`config.mk`:
```
export PLATFORM = sky130hd
export DESIGN_NAME = gsim_seq_ctrl_flat
export DESIGN_NICKNAME = d
export VERILOG_FILES = /design/src/rtl/gsim_seq_ctrl_if.sv /design/src/rtl/gsim_seq_ctrl.sv /design/src/flat_wrapper.sv
export SDC_FILE = /design/constraint.sdc
export NUM_CORES = 1
export LEC_CHECK = 0
export ABC_AREA = 1
export BUFFER_PORTS_ARGS = -buffer_cell sky130_fd_sc_hd__buf_2
export CAP_MARGIN = 15
export CORE_MARGIN = 4
export CORE_UTILIZATION = 49
export DETAILED_ROUTE_END_ITERATION = 16
export PLACE_DENSITY = 0.75
export SLEW_MARGIN = 0
export SYNTH_ARGS = -nofsm -noshare
export SYNTH_HDL_FRONTEND = slang
export SYNTH_SLANG_ARGS = --single-unit
```
`constraint.sdc`:
```
create_clock -name clk -period 1.5 [get_ports clk]
set_input_delay 0.075 -clock clk [delete_from_list [all_inputs] [get_ports clk]]
set_output_delay 0.075 -clock clk [all_outputs]
set_load 0.05 [all_outputs]
```
`src/rtl/gsim_seq_ctrl_if.sv`:
```
// Handshake/control bundle between the GSIM host side and the shreg sequencing controller.
interface gsim_seq_ctrl_if #(
    parameter int unsigned ITER_W = 6
);
    logic              start;
    logic [ITER_W-1:0] iter_num;
    logic              in_valid;
    logic              in_ready;
    logic [1:0]        sh_ctrl;
    logic              sh_en;
    logic              pe_stall;
    logic              row_valid;
    logic [3:0]        row_idx;
    logic              out_valid;
    logic [3:0]        out_idx;
    logic              out_ready;
    logic              busy;
    logic              done;

    modport master (
        output start, iter_num, in_valid, pe_stall, out_ready,
        input  in_ready, sh_ctrl, sh_en, row_valid, row_idx,
               out_valid, out_idx, busy, done
    );

    modport slave (
        input  start, iter_num, in_valid, pe_stall, out_ready,
        output in_ready, sh_ctrl, sh_en, row_valid, row_idx,
               out_valid, out_idx, busy, done
    );
endinterface

```
`src/rtl/gsim_seq_ctrl.sv`:
```
// Sequencing controller for the GSIM shreg operand file: b-vector load, N sweeps, solution readout.
module gsim_seq_ctrl #(
    parameter int unsigned ITER_W = 6
) (
    input  logic           clk,
    input  logic           rst_n,
    gsim_seq_ctrl_if.slave bus
);
    typedef enum logic [2:0] {
        S_IDLE,
        S_LOAD,
        S_ITER,
        S_OUT,
        S_DONE
    } state_t;

    state_t            state, state_nx;
    logic [3:0]        cnt, cnt_nx;
    logic [ITER_W-1:0] it, it_nx;
    logic [ITER_W-1:0] n_r, n_r_nx;

    logic       in_ready, sh_en, row_valid, out_valid, busy, done;
    logic [1:0] sh_ctrl;
    logic [3:0] row_idx, out_idx;

    always_ff @(posedge clk or negedge rst_n) begin
        if (!rst_n) begin
            state <= S_IDLE;
            cnt   <= '0;
            it    <= '0;
            n_r   <= '0;
        end else begin
            state <= state_nx;
            cnt   <= cnt_nx;
            it    <= it_nx;
            n_r   <= n_r_nx;
        end
    end

    always_comb begin
        state_nx  = state;
        cnt_nx    = cnt;
        it_nx     = it;
        n_r_nx    = n_r;
        in_ready  = 1'b0;
        sh_ctrl   = 2'b00;
        sh_en     = 1'b0;
        row_valid = 1'b0;
        row_idx   = '0;
        out_valid = 1'b0;
        out_idx   = '0;
        busy      = 1'b0;
        done      = 1'b0;

        case (state)
            S_IDLE: begin
                if (bus.start) begin
                    n_r_nx   = bus.iter_num;
                    cnt_nx   = '0;
                    it_nx    = '0;
                    state_nx = S_LOAD;
                end
            end
            S_LOAD: begin
                busy     = 1'b1;
                in_ready = 1'b1;
                if (bus.in_valid) begin
                    sh_en  = 1'b1;
                    cnt_nx = cnt + 4'd1;
                    if (cnt == 4'd15)
                        state_nx = (n_r != '0) ? S_ITER : S_OUT;
                end
            end
            S_ITER: begin
                busy    = 1'b1;
                row_idx = cnt;
                // A stall freezes everything, including the sweep count on row 15.
                if (!bus.pe_stall) begin
                    row_valid = 1'b1;
                    sh_ctrl   = 2'b01;
                    sh_en     = 1'b1;
                    cnt_nx    = cnt + 4'd1;
                    if (cnt == 4'd15) begin
                        it_nx = it + ITER_W'(1);
                        if (it == n_r - ITER_W'(1))
                            state_nx = S_OUT;
                    end
                end
            end
            S_OUT: begin
                busy      = 1'b1;
                out_valid = 1'b1;
                out_idx   = cnt;
                if (bus.out_ready) begin
                    sh_ctrl = 2'b01;
                    cnt_nx  = cnt + 4'd1;
                    if (cnt == 4'd15)
                        state_nx = S_DONE;
                end
            end
            S_DONE: begin
                busy     = 1'b1;
                done     = 1'b1;
                state_nx = S_IDLE;
            end
            default: state_nx = S_IDLE;
        endcase
    end

    assign bus.in_ready  = in_ready;
    assign bus.sh_ctrl   = sh_ctrl;
    assign bus.sh_en     = sh_en;
    assign bus.row_valid = row_valid;
    assign bus.row_idx   = row_idx;
    assign bus.out_valid = out_valid;
    assign bus.out_idx   = out_idx;
    assign bus.busy      = busy;
    assign bus.done      = done;
endmodule

```
`src/flat_wrapper.sv`:
```
// flat-port wrapper written by rule: the top's interface ports become plain ports
module gsim_seq_ctrl_flat 
#(
    parameter int unsigned ITER_W = 6
)
  (clk, rst_n, bus_start, bus_iter_num, bus_in_valid, bus_pe_stall, bus_out_ready, bus_in_ready, bus_sh_ctrl, bus_sh_en, bus_row_valid, bus_row_idx, bus_out_valid, bus_out_idx, bus_busy, bus_done);
  gsim_seq_ctrl_if #(.ITER_W(ITER_W)) bus_i ();
  input  logic clk;
  input  logic rst_n;
  input wire logic [$bits(bus_i.start)-1:0] bus_start;
  input wire logic [$bits(bus_i.iter_num)-1:0] bus_iter_num;
  input wire logic [$bits(bus_i.in_valid)-1:0] bus_in_valid;
  input wire logic [$bits(bus_i.pe_stall)-1:0] bus_pe_stall;
  input wire logic [$bits(bus_i.out_ready)-1:0] bus_out_ready;
  output wire logic [$bits(bus_i.in_ready)-1:0] bus_in_ready;
  output wire logic [$bits(bus_i.sh_ctrl)-1:0] bus_sh_ctrl;
  output wire logic [$bits(bus_i.sh_en)-1:0] bus_sh_en;
  output wire logic [$bits(bus_i.row_valid)-1:0] bus_row_valid;
  output wire logic [$bits(bus_i.row_idx)-1:0] bus_row_idx;
  output wire logic [$bits(bus_i.out_valid)-1:0] bus_out_valid;
  output wire logic [$bits(bus_i.out_idx)-1:0] bus_out_idx;
  output wire logic [$bits(bus_i.busy)-1:0] bus_busy;
  output wire logic [$bits(bus_i.done)-1:0] bus_done;
  assign bus_i.start = bus_start;
  assign bus_i.iter_num = bus_iter_num;
  assign bus_i.in_valid = bus_in_valid;
  assign bus_i.pe_stall = bus_pe_stall;
  assign bus_i.out_ready = bus_out_ready;
  assign bus_in_ready = bus_i.in_ready;
  assign bus_sh_ctrl = bus_i.sh_ctrl;
  assign bus_sh_en = bus_i.sh_en;
  assign bus_row_valid = bus_i.row_valid;
  assign bus_row_idx = bus_i.row_idx;
  assign bus_out_valid = bus_i.out_valid;
  assign bus_out_idx = bus_i.out_idx;
  assign bus_busy = bus_i.busy;
  assign bus_done = bus_i.done;
  gsim_seq_ctrl #(.ITER_W(ITER_W)) u_core (.clk(clk), .rst_n(rst_n), .bus(bus_i));
endmodule
```
==> qor.txt, run 1 <==
pwr dens: 2240 nW/µm²
most common cell after layout, fill and taps aside: nand2_1
delay-heaviest family, CP: simple AND/OR/NAND/NOR gates
Max Cap Viol: 0
Std-Cell Rows: 19
DRT iter0 DRCs: 90
first-pass GRT wire length: 6023 µm
R2R Setup Slk: -0.30 ns
CP max stage cell: dfrtp_1
Std-Cell Core Area: 2734 µm²
CP Class: register to register
Seq cells post-synth: 19
area grow syn2layout: 70.75%
syn nets: 201
Final period util: 120.2%
Layout Nets: 275
Warnings, synthesis: 0
Total Neg Setup Slack: -2.054 ns
Post-Route Skew: 0.008206 ns
Post-synth top flop: dfrtp_1
reg2reg start: u_core.n_r[1]
Worst Path Max Fanout: 4
pin count of the biggest net entering global routing: 20
drt wl/cell: 17.50 µm
CP Capture Type: register
clk_lat worst skew: 0.32 ns
CTS root buffer: clkbuf_4
worst setup margin: -0.3036 ns
DR vias: 1584
pre-CTS WS: -0.1701 ns
Vert. Die Dim: 61.26 µm
Leak: 1.141 nW
Tot Pwr: 5.317 mW
worst path bufs/invs: 1
gr usage total: 21.83%
Num CTS Buffers: 3
depth of the most critical reg-to-reg path: 13
Distinct cells, synth: 33
worst path required time: 1.73 ns
Die X: 61.26 µm
die area: 3753 µm²
post-synthesis sequential area ratio: 34.20%
worst path arrival time: 2.03 ns
Crit path top cell by count: nand2_1
min cycle time layout: 1.804 ns
Post-Syn Instances: 185
RSZ-0062 raised after global routing: yes
Syn Area/Cell: 7.514 µm²
clock tree sinks: 19
number of flops mapped to enable cells by yosys: 0
IO Port Bufs: 26
count of pins over their slew limit: 0
HP Class: input port to asynchronous set/reset pin
R2R Path End: u_core.state[0]
Core Util, Final: 86.82%
slowest stage delay, CP: 0.43 ns
Via-to-Cell Ratio: 5.481
Final Hold Fails: 0
# H-tree levels: 1
hold_ws: 0.2206 ns
fraction of layout instances using a drive strength above 1: 52.71%
Initial Util: 50.85%
HPWL after DPL: 2466 µm
vias in the first global route: 1398
Filler Cells Inserted: 126
IO Pins: 28
initial antenna violation count: 0
Worst setup SP type: register
Clock Pin Slew Worst Setup and Hold Paths: 0.13 ns
synthesized cell area: 1390 µm²
Critical Path Stages: 13
DRC violation count after routing: 0
achievable frequency: 554.5 MHz
Total Routed Length: 5058 µm
number of failing setup endpoints in the final timing report: 28
Pre-antenna DRT Iters: 5
GR Overflow Total: 0
Worst setup endpoint: u_core.state[0]
antenna fix cells: 0
GP Congestion: 0.8492
VDD IR max: 2.046 mV
most frequent cells in the layout: 35 x nand2_1, 27 x buf_4, 18 x inv_1
post-route ant nets: 0
CTS tree: done
Max Root-Sink Buffers: 2
critical path, cell by cell: inv_2, ha_4, nand2_2, nor2_2, nand2_1, nand2_1, nand2_1, nor2_2, nand2_1, nand2_2, nand3_2, nand2_1, nand2_1
failing checks: negative setup slack
Post-synth ARST share: 100.0%
status: complete, but fails checks
CP Launch Point: u_core.n_r[1]
==> Yosys cell counts, types with 2 or more instances <==
cell type / number / area share [%]
or2_2: 2 / 0.90
nand3_1: 13 / 4.7
inv_1: 24 / 6.5
xor2_1: 2 / 1.3
nor3b_1: 2 / 1.1
ha_1: 4 / 3.6
o21ai_1: 7 / 2.5
buf_4: 2 / 1.1
inv_2: 2 / 0.54
o21ai_2: 4 / 2.5
nand2_1: 43 / 12
nand2_2: 6 / 2.7
xnor2_1: 2 / 1.3
nand3_2: 2 / 1.4
a21oi_1: 4 / 1.4
nor2_1: 23 / 6.2
nor3_4: 3 / 3.5
o21ai_0: 4 / 1.4
nand4_1: 4 / 1.8
dfrtp_1: 19 / 34
==> sequential cells by signal (all words and copies together), names as in the netlist <==
signal	count
u_core.it	6
u_core.n_r	6
u_core.cnt	4
u_core.state	3
==> worst min path at each step <==
stage	startpoint	to	slack, ns	cells past startpoint
after floorplan	rst_n	u_core.cnt[0]	-0.22	0
after global placement	rst_n	u_core.n_r[3]	0.04	1
after detailed placement	rst_n	u_core.n_r[4]	0.04	1
after CTS	rst_n	u_core.n_r[2]	0.24	2
after global routing	rst_n	u_core.n_r[1]	0.25	2
final	rst_n	u_core.n_r[1]	0.22	2
==> layout make-up <==
cell class	count	area [µm²]	area share, %
Clock buffer	4	26.28	1.107
Inverter	27	113.9	4.797
Multi-Input combinational cell	136	1031	43.44
Sequential cell	19	479.2	20.19
Tap cell	31	38.79	1.634
Timing Repair Buffer	72	684.4	28.83
==> power breakdown <==
group | internal, mW | switching, mW | total, mW
logic | 1.80 | 2.33 | 4.13
clock network | 0.104 | 0.188 | 0.292
registers | 0.686 | 0.209 | 0.895
total | 2.59 | 2.73 | 5.32
==> what timing repair did <==
item,CTS,global route
endpoints found under the setup margin,32,32
hold endpoints to repair,25,0
pin swaps,8,15
buffers inserted,3,11
resized for setup,51,57
hold buffers,7,0
==> per-stage QoR <==
| stage | area (µm²) | instances |
|---|---|---|
| 2_1_floorplan | 1430 | 185 |
| 6_report | 2374 | 289 |
| 5_1_grt | 2374 | 289 |
| 3_5_place_dp | 1769 | 264 |
| 4_1_cts | 2056 | 278 |
| 3_3_place_gp | 1769 | 264 |
==> layer usage <==
layer	share of wire (%)	up-vias	global-route usage, %	routed length, µm
met2	55	69	37.46	2770
met5	0	-	0	0
met4	3.7	0	10.53	186
met3	5.8	18	3.354	291
met1	36	758	26.56	1810
li1	-	739	-	-
==> cells by family (layout without fill, tap and decap cells) <==
family	after synthesis	count (layout)	share of synthesized area [%]
adder cells (fa/ha/maj)	4	4	3.601
other	1	1	0.2698
AND/OR/NAND/NOR	106	106	40.50
flip-flops	19	19	34.20
XOR/XNOR	4	4	2.521
buffers and inverters	30	103	9.631
AO/OA/AOI/OAI	21	21	9.271
(Power assumes the default switching activity.)
==> run 2: changes to the inputs <==
- CELL_PAD_IN_SITES_DETAIL_PLACEMENT: unset -> 0
- CELL_PAD_IN_SITES_GLOBAL_PLACEMENT: unset -> 1
- CORE_UTILIZATION: 49 -> 35
- PLACE_DENSITY: 0.75 -> unset
- PLACE_DENSITY_LB_ADDON: unset -> 0.1
==> run 2 against run 1 <==
Against the previous run:
- the run still ends with negative setup slack left
- highest routed layer unchanged
- critical endpoint is now bus_sh_ctrl[0]
- clock power up 28%
- critical path type is now register to output pin
- clock-buffer cell count shrank 1
- fmax up 15%
- final cell count grew 2.1%
- wire length down 30%
- non-clock buffer count fell by 12
- global-route usage fell by 6.6 points
- clock skew down 0.0040 ns
- hold slack lost 0.20 ns
- largest cell class unchanged
==> qor.txt, run 2 (same netlist as run 1, synthesis figures left out) <==
status: complete, but fails checks
failing checks: negative setup slack
clk_lat worst skew: 0.26 ns
Vert. Die Dim: 71.02 µm
Max Root-Sink Buffers: 2
GR Util met1: 20.37%
worst setup margin: -0.07156 ns
Crit path top cell by count: buf_4
DRT iter0 DRCs: 83
Total Routed Length: 3551 µm
Clock Pin Slew Worst Setup and Hold Paths: 0.08 ns
Initial Util: 37.13%
M3 GR Usage: 3.125%
min cycle time layout: 1.572 ns
met2 Track Usage GR: 25.95%
pwr dens: 2201 nW/µm²
delay-heaviest family, CP: buffers and inverters
CP Class: register to output pin
Largest regs: u_core.it: 6 flops, u_core.n_r: 6 flops, u_core.cnt: 4 flops
slowest stage delay, CP: 0.45 ns
CTS root buffer: clkbuf_8
depth of the most critical reg-to-reg path: 11
Core Util, Final: 54.75%
CTS tree: done
drt wl/cell: 12.04 µm
most frequent cells in the layout: 41 x buf_4, 40 x nand2_1, 19 x inv_1
Critical Path Stages: 7
hold_ws: 0.01812 ns
dpl cell area: 1798 µm²
Final period util: 104.8%
DRC violation count after routing: 0
achievable frequency: 636.3 MHz
count of pins over their slew limit: 0
Final Hold Fails: 0
initial antenna violation count: 0
DR vias: 1377
Max Cap Viol: 0
Post-Route Skew: 0.004235 ns
Worst Path Max Fanout: 5
clock tree sinks: 19
die area: 5044 µm²
Num CTS Buffers: 3
# H-tree levels: 1
IO Port Bufs: 26
Pre-antenna DRT Iters: 4
fraction of layout instances using a drive strength above 1: 47.37%
Via-to-Cell Ratio: 4.668
antenna fix cells: 0
vias in the first global route: 1357
gr usage total: 15.20%
worst path required time: 1.42 ns
GP Congestion: 0.7998
IO Pins: 28
CP max stage cell: dfrtp_2
VDD IR max: 0.8329 mV
Worst setup SP type: register
Total Neg Setup Slack: -0.2020 ns
RSZ-0062 raised after global routing: yes
hold path cells: 3
first-pass GRT wire length: 6134 µm
Leak: 1.019 nW
pin count of the biggest net entering global routing: 20
worst path arrival time: 1.50 ns
number of failing setup endpoints in the final timing report: 5
Final Cell Area: 2049 µm²
HP Class: input port to register
HPWL after DPL: 2748 µm
GR Overflow Total: 0
critical path, cell by cell: buf_4, nand3_2, buf_4, inv_2, nand2_1, o21ai_2, buf_6
Die X: 71.02 µm
GRT Max-Usage Layer: met2
worst path bufs/invs: 4
CP Capture Type: output pin
most common cell after layout, fill and taps aside: buf_4
Layout Nets: 264
post-route ant nets: 0
Std-Cell Rows: 22
area grow syn2layout: 47.44%
Std-Cell Core Area: 3744 µm²
[run 2: changes by cell type in the layout (fill, tap and decap cells not counted), sizes merged]
cell | previous run | this run
buf | 65 | 58
nand2 | 50 | 51
clkinvlp | 0 | 1
dlygate4sd3 | 7 | 1
[run 2: layer usage]
layer | share of wire, % | wire, µm
met4 | 0.39 | 14
met2 | 50 | 1766
met1 | 47 | 1661
met3 | 3.0 | 108
met5 | 0 | 0
[run 2: report_power, final]
group          switching, mW  leakage, nW  total (mW)  internal, mW
Clock                  0.187       0.0217       0.374         0.187
Sequential             0.193        0.246       0.877         0.685
Combinational           1.83        0.752        3.26          1.43
Total                   2.21         1.02        4.51          2.30
[run 2: worst paths after layout]
kind	start	end	slack, ns
worst max-delay path	u_core.state[1]	bus_sh_ctrl[0]	-0.07
min in group asynchronous	rst_n	u_core.it[4]	0.29
worst min-delay path	bus_iter_num[4]	u_core.n_r[4]	0.02
worst min register to register	u_core.it[1]	u_core.it[1]	0.58
worst max register to register	u_core.state[0]	u_core.state[1]	-0.03
max in group asynchronous	rst_n	u_core.state[1]	0.88
[run 2: area by class of cell]
| type | count | area (µm²) |
|---|---|---|
| sequential | 19 | 478.0 |
| multi-input combinational | 137 | 899.6 |
| fill | 361 | 1694 |
| clock inverter | 1 | 7.507 |
| clock buffer | 3 | 41.29 |
| tap | 48 | 60.06 |
| inverter | 27 | 106.4 |
| timing repair buffer | 60 | 456.7 |
[run 2: worst register-to-register path, cell delays in order, from the launching register on]
cell	delay, ns
dfrtp_1	0.44
inv_2	0.08
nand3_4	0.11
inv_4	0.04
nand2_2	0.05
nand2_2	0.05
buf_4	0.15
nor3_4	0.16
buf_4	0.15
nand3_2	0.08
nand2_1	0.06
nand2_1	0.05
[run 2: timing repair]
item | in CTS | in global routing
endpoints found under the hold margin | 19 | 0
cloned | 1 | 0
setup endpoints to repair | 32 | 30
buffers inserted | 3 | 4
hold buffers | 1 | 0
pin swaps | 15 | 14
resized for setup | 32 | 8
[run 2: metrics by stage]
stage               total power, mW  std cells  worst slack, ns
finish                        4.512        295         -0.07156
global route                  4.924        295          -0.1672
CTS                           4.360        291         -0.05885
detailed placement            3.654        282         -0.09905
global placement              3.627        282         -0.07665
floorplan                     2.782        185         -0.09641
==> run 3: changes to the inputs <==
- CORE_MARGIN: 4 -> unset
- CORE_UTILIZATION: 35 -> 39
- clock period: 1.5 -> 1.48 ns (I/O delays scaled with it)
==> run 3 against run 2 <==
Against the previous run:
- the run still ends with negative setup slack left
- wire length rose by 1.1%
- worst setup slack got worse by 0.056 ns
- cell area up 7.8%
- via count is 2.2% higher
- sequential share of layout area shrank 1.7 points
- clock power down 26%
- non-clock buffer count grew 4
- total power grew 6.1%
- core utilization rose by 11 points
- register-to-register slack lost 0.05 ns
- clock skew increased by 0.0037 ns
- largest cell class unchanged
- largest power group unchanged
- highest routed layer unchanged
==> qor.txt, run 3 (same netlist as run 1, synthesis figures left out) <==
most common cell after layout, fill and taps aside: nand2_1
CP Capture Type: output pin
CTS root buffer: clkbuf_4
most frequent cells in the layout: 40 x nand2_1, 24 x buf_4, 18 x inv_1
placed cell count: 278
Post-Route Skew: 0.007937 ns
switching share of total power: 49.77%
min cycle time layout: 1.608 ns
pwr dens: 2167 nW/µm²
VDD IR max: 1.106 mV
HP Class: input port to asynchronous set/reset pin
Max Cap Viol: 0
GP Congestion: 0.8393
clock tree sinks: 19
count of pins over their slew limit: 0
first-pass GRT wire length: 5595 µm
Layout Nets: 268
area grow syn2layout: 58.87%
Worst Path Max Fanout: 5
Total Routed Length: 3590 µm
clk_lat worst skew: 0.31 ns
Worst setup SP type: register
pre-CTS WS: -0.1609 ns
IO Port Bufs: 26
achievable frequency: 621.9 MHz
initial antenna violation count: 0
CTS tree: done
number of failing setup endpoints in the final timing report: 22
worst path required time: 1.41 ns
DRT iter0 DRCs: 34
delay-heaviest family, CP: buffers and inverters
critical path, cell by cell: buf_4, nor3_4, buf_6, nand2_2, o21ai_2, buf_6
Vert. Die Dim: 61.70 µm
vias in the first global route: 1253
die area: 3807 µm²
gr usage total: 20.55%
status: complete, but fails checks
HPWL after DPL: 2644 µm
Leak: 1.056 nW
worst path bufs/invs: 3
slowest stage delay, CP: 0.44 ns
GR Overflow Total: 0
Tot Pwr: 4.785 mW
post-route ant nets: 0
pin count of the biggest net entering global routing: 20
Pre-antenna DRT Iters: 4
internal power: 2.403 mW
worst setup margin: -0.1279 ns
Layout Cells excl Fill: 297
Filler Cells Inserted: 296
IO Pins: 28
Psw: 2.382 mW
antenna fix cells: 0
Largest regs: u_core.it: 6 flops, u_core.n_r: 6 flops, u_core.cnt: 4 flops
combinational share of power: 76.0%
Crit path top cell by count: buf_6
Std-Cell Core Area: 3363 µm²
RSZ-0062 raised after global routing: yes
CP Class: register to output pin
clock network power share: 5.7%
Final Hold Fails: 0
Flop pwr share: 18.3%
fraction of layout instances using a drive strength above 1: 47.41%
Clock Pin Slew Worst Setup and Hold Paths: 0.11 ns
Max Root-Sink Buffers: 2
failing checks: negative setup slack
Final period util: 108.6%
Initial Util: 41.33%
CP max stage cell: dfrtp_2
DRC violation count after routing: 0
Num CTS Buffers: 3
Std-Cell Rows: 21
Die X: 61.70 µm
worst path arrival time: 1.53 ns
DR vias: 1407
# H-tree levels: 1
Via-to-Cell Ratio: 4.737
drt wl/cell: 12.09 µm
run 3: changes by cell type in the layout (fill, tap and decap cells not counted), moves of 2 or more:
cell	previous run	this run
buf_4	41	24
buf_6	5	16
dlygate4sd3_1	1	7
nor2_4	3	9
clkbuf_4	1	4
clkbuf_8	3	0
nor2_1	14	11
buf_12	1	3
buf_8	0	2
inv_4	2	4
nor2_2	8	6
run 3: cell type report:
class | instances | area (µm²) | share of cell area (%)
clock buffers | 4 | 26.28 | 1.190
repair buffers | 64 | 583.1 | 26.40
inverters | 27 | 111.4 | 5.042
multi-input cells | 137 | 952.2 | 43.12
well taps | 46 | 57.56 | 2.606
flip-flops and latches | 19 | 478.0 | 21.64
run 3: timing repair:
item | in CTS | in global routing
endpoints found under the setup margin | 32 | 34
endpoints found under the hold margin | 25 | 0
gates cloned | 1 | 0
pin swaps | 14 | 11
hold buffers | 7 | 0
buffers inserted | 4 | 3
gates resized for setup | 54 | 16
run 3: worst register-to-register path, cell delays in order (launching register included):
cell and delay (ns):
dfrtp_1 0.41, inv_2 0.13, ha_4 0.17, nand2_4 0.06
nor2_2 0.08, nand2_1 0.05, nand2_1 0.05, nand2_1 0.05
nor2_1 0.10, nand2_1 0.07, nand2_2 0.09, nand3_2 0.08
nand2_1 0.08, nand2_1 0.05
run 3: worst paths after layout:
kind	from	endpoint	slack, ns	cells after the start
max	u_core.state[2]	bus_sh_en	-0.13	6
min	rst_n	u_core.state[1]	0.23	2
min reg2reg	u_core.it[5]	u_core.it[5]	0.58	2
min in group clk	bus_in_valid	u_core.state[2]	0.27	5
max in group asynchronous	rst_n	u_core.state[0]	0.92	2
max reg2reg	u_core.n_r[1]	u_core.state[0]	-0.08	13
run 3: power groups by stage:
stage	Sequential, mW	Clock [mW]	Combinational (mW)
final	0.874	0.275	3.64
after global routing	0.901	0.319	3.94
after CTS	0.866	0.290	3.40
after detailed placement	0.868	0	2.89
after global placement	0.857	0	2.84
after floorplan	0.856	0	1.96
run 3: routing by layer:
| layer | vias up | global-route usage [%] | wire [µm] |
|---|---|---|---|
| li1 | 726 | - | - |
| met1 | 647 | 27.86 | 1638 |
| met2 | 28 | 32.87 | 1785 |
| met3 | 6 | 3.727 | 111 |
| met4 | 0 | 7.619 | 55 |
| met5 | - | 0 | 0 |
run 3: per-stage QoR:
| stage | hold slack, ns | TNS (ns) | utilization (%) | cell area (µm²) |
|---|---|---|---|---|
| after floorplan | -0.2216 | -1.287 | - | 1430 |
| after global placement | 0.04702 | -0.8687 | 53.31 | 1793 |
| after detailed placement | 0.04181 | -1.175 | 53.31 | 1793 |
| after CTS | 0.2395 | -1.148 | 62.80 | 2112 |
| after global routing | 0.2469 | -3.777 | 65.66 | 2208 |
| final | 0.2257 | -0.9964 | 65.66 | 2208 |
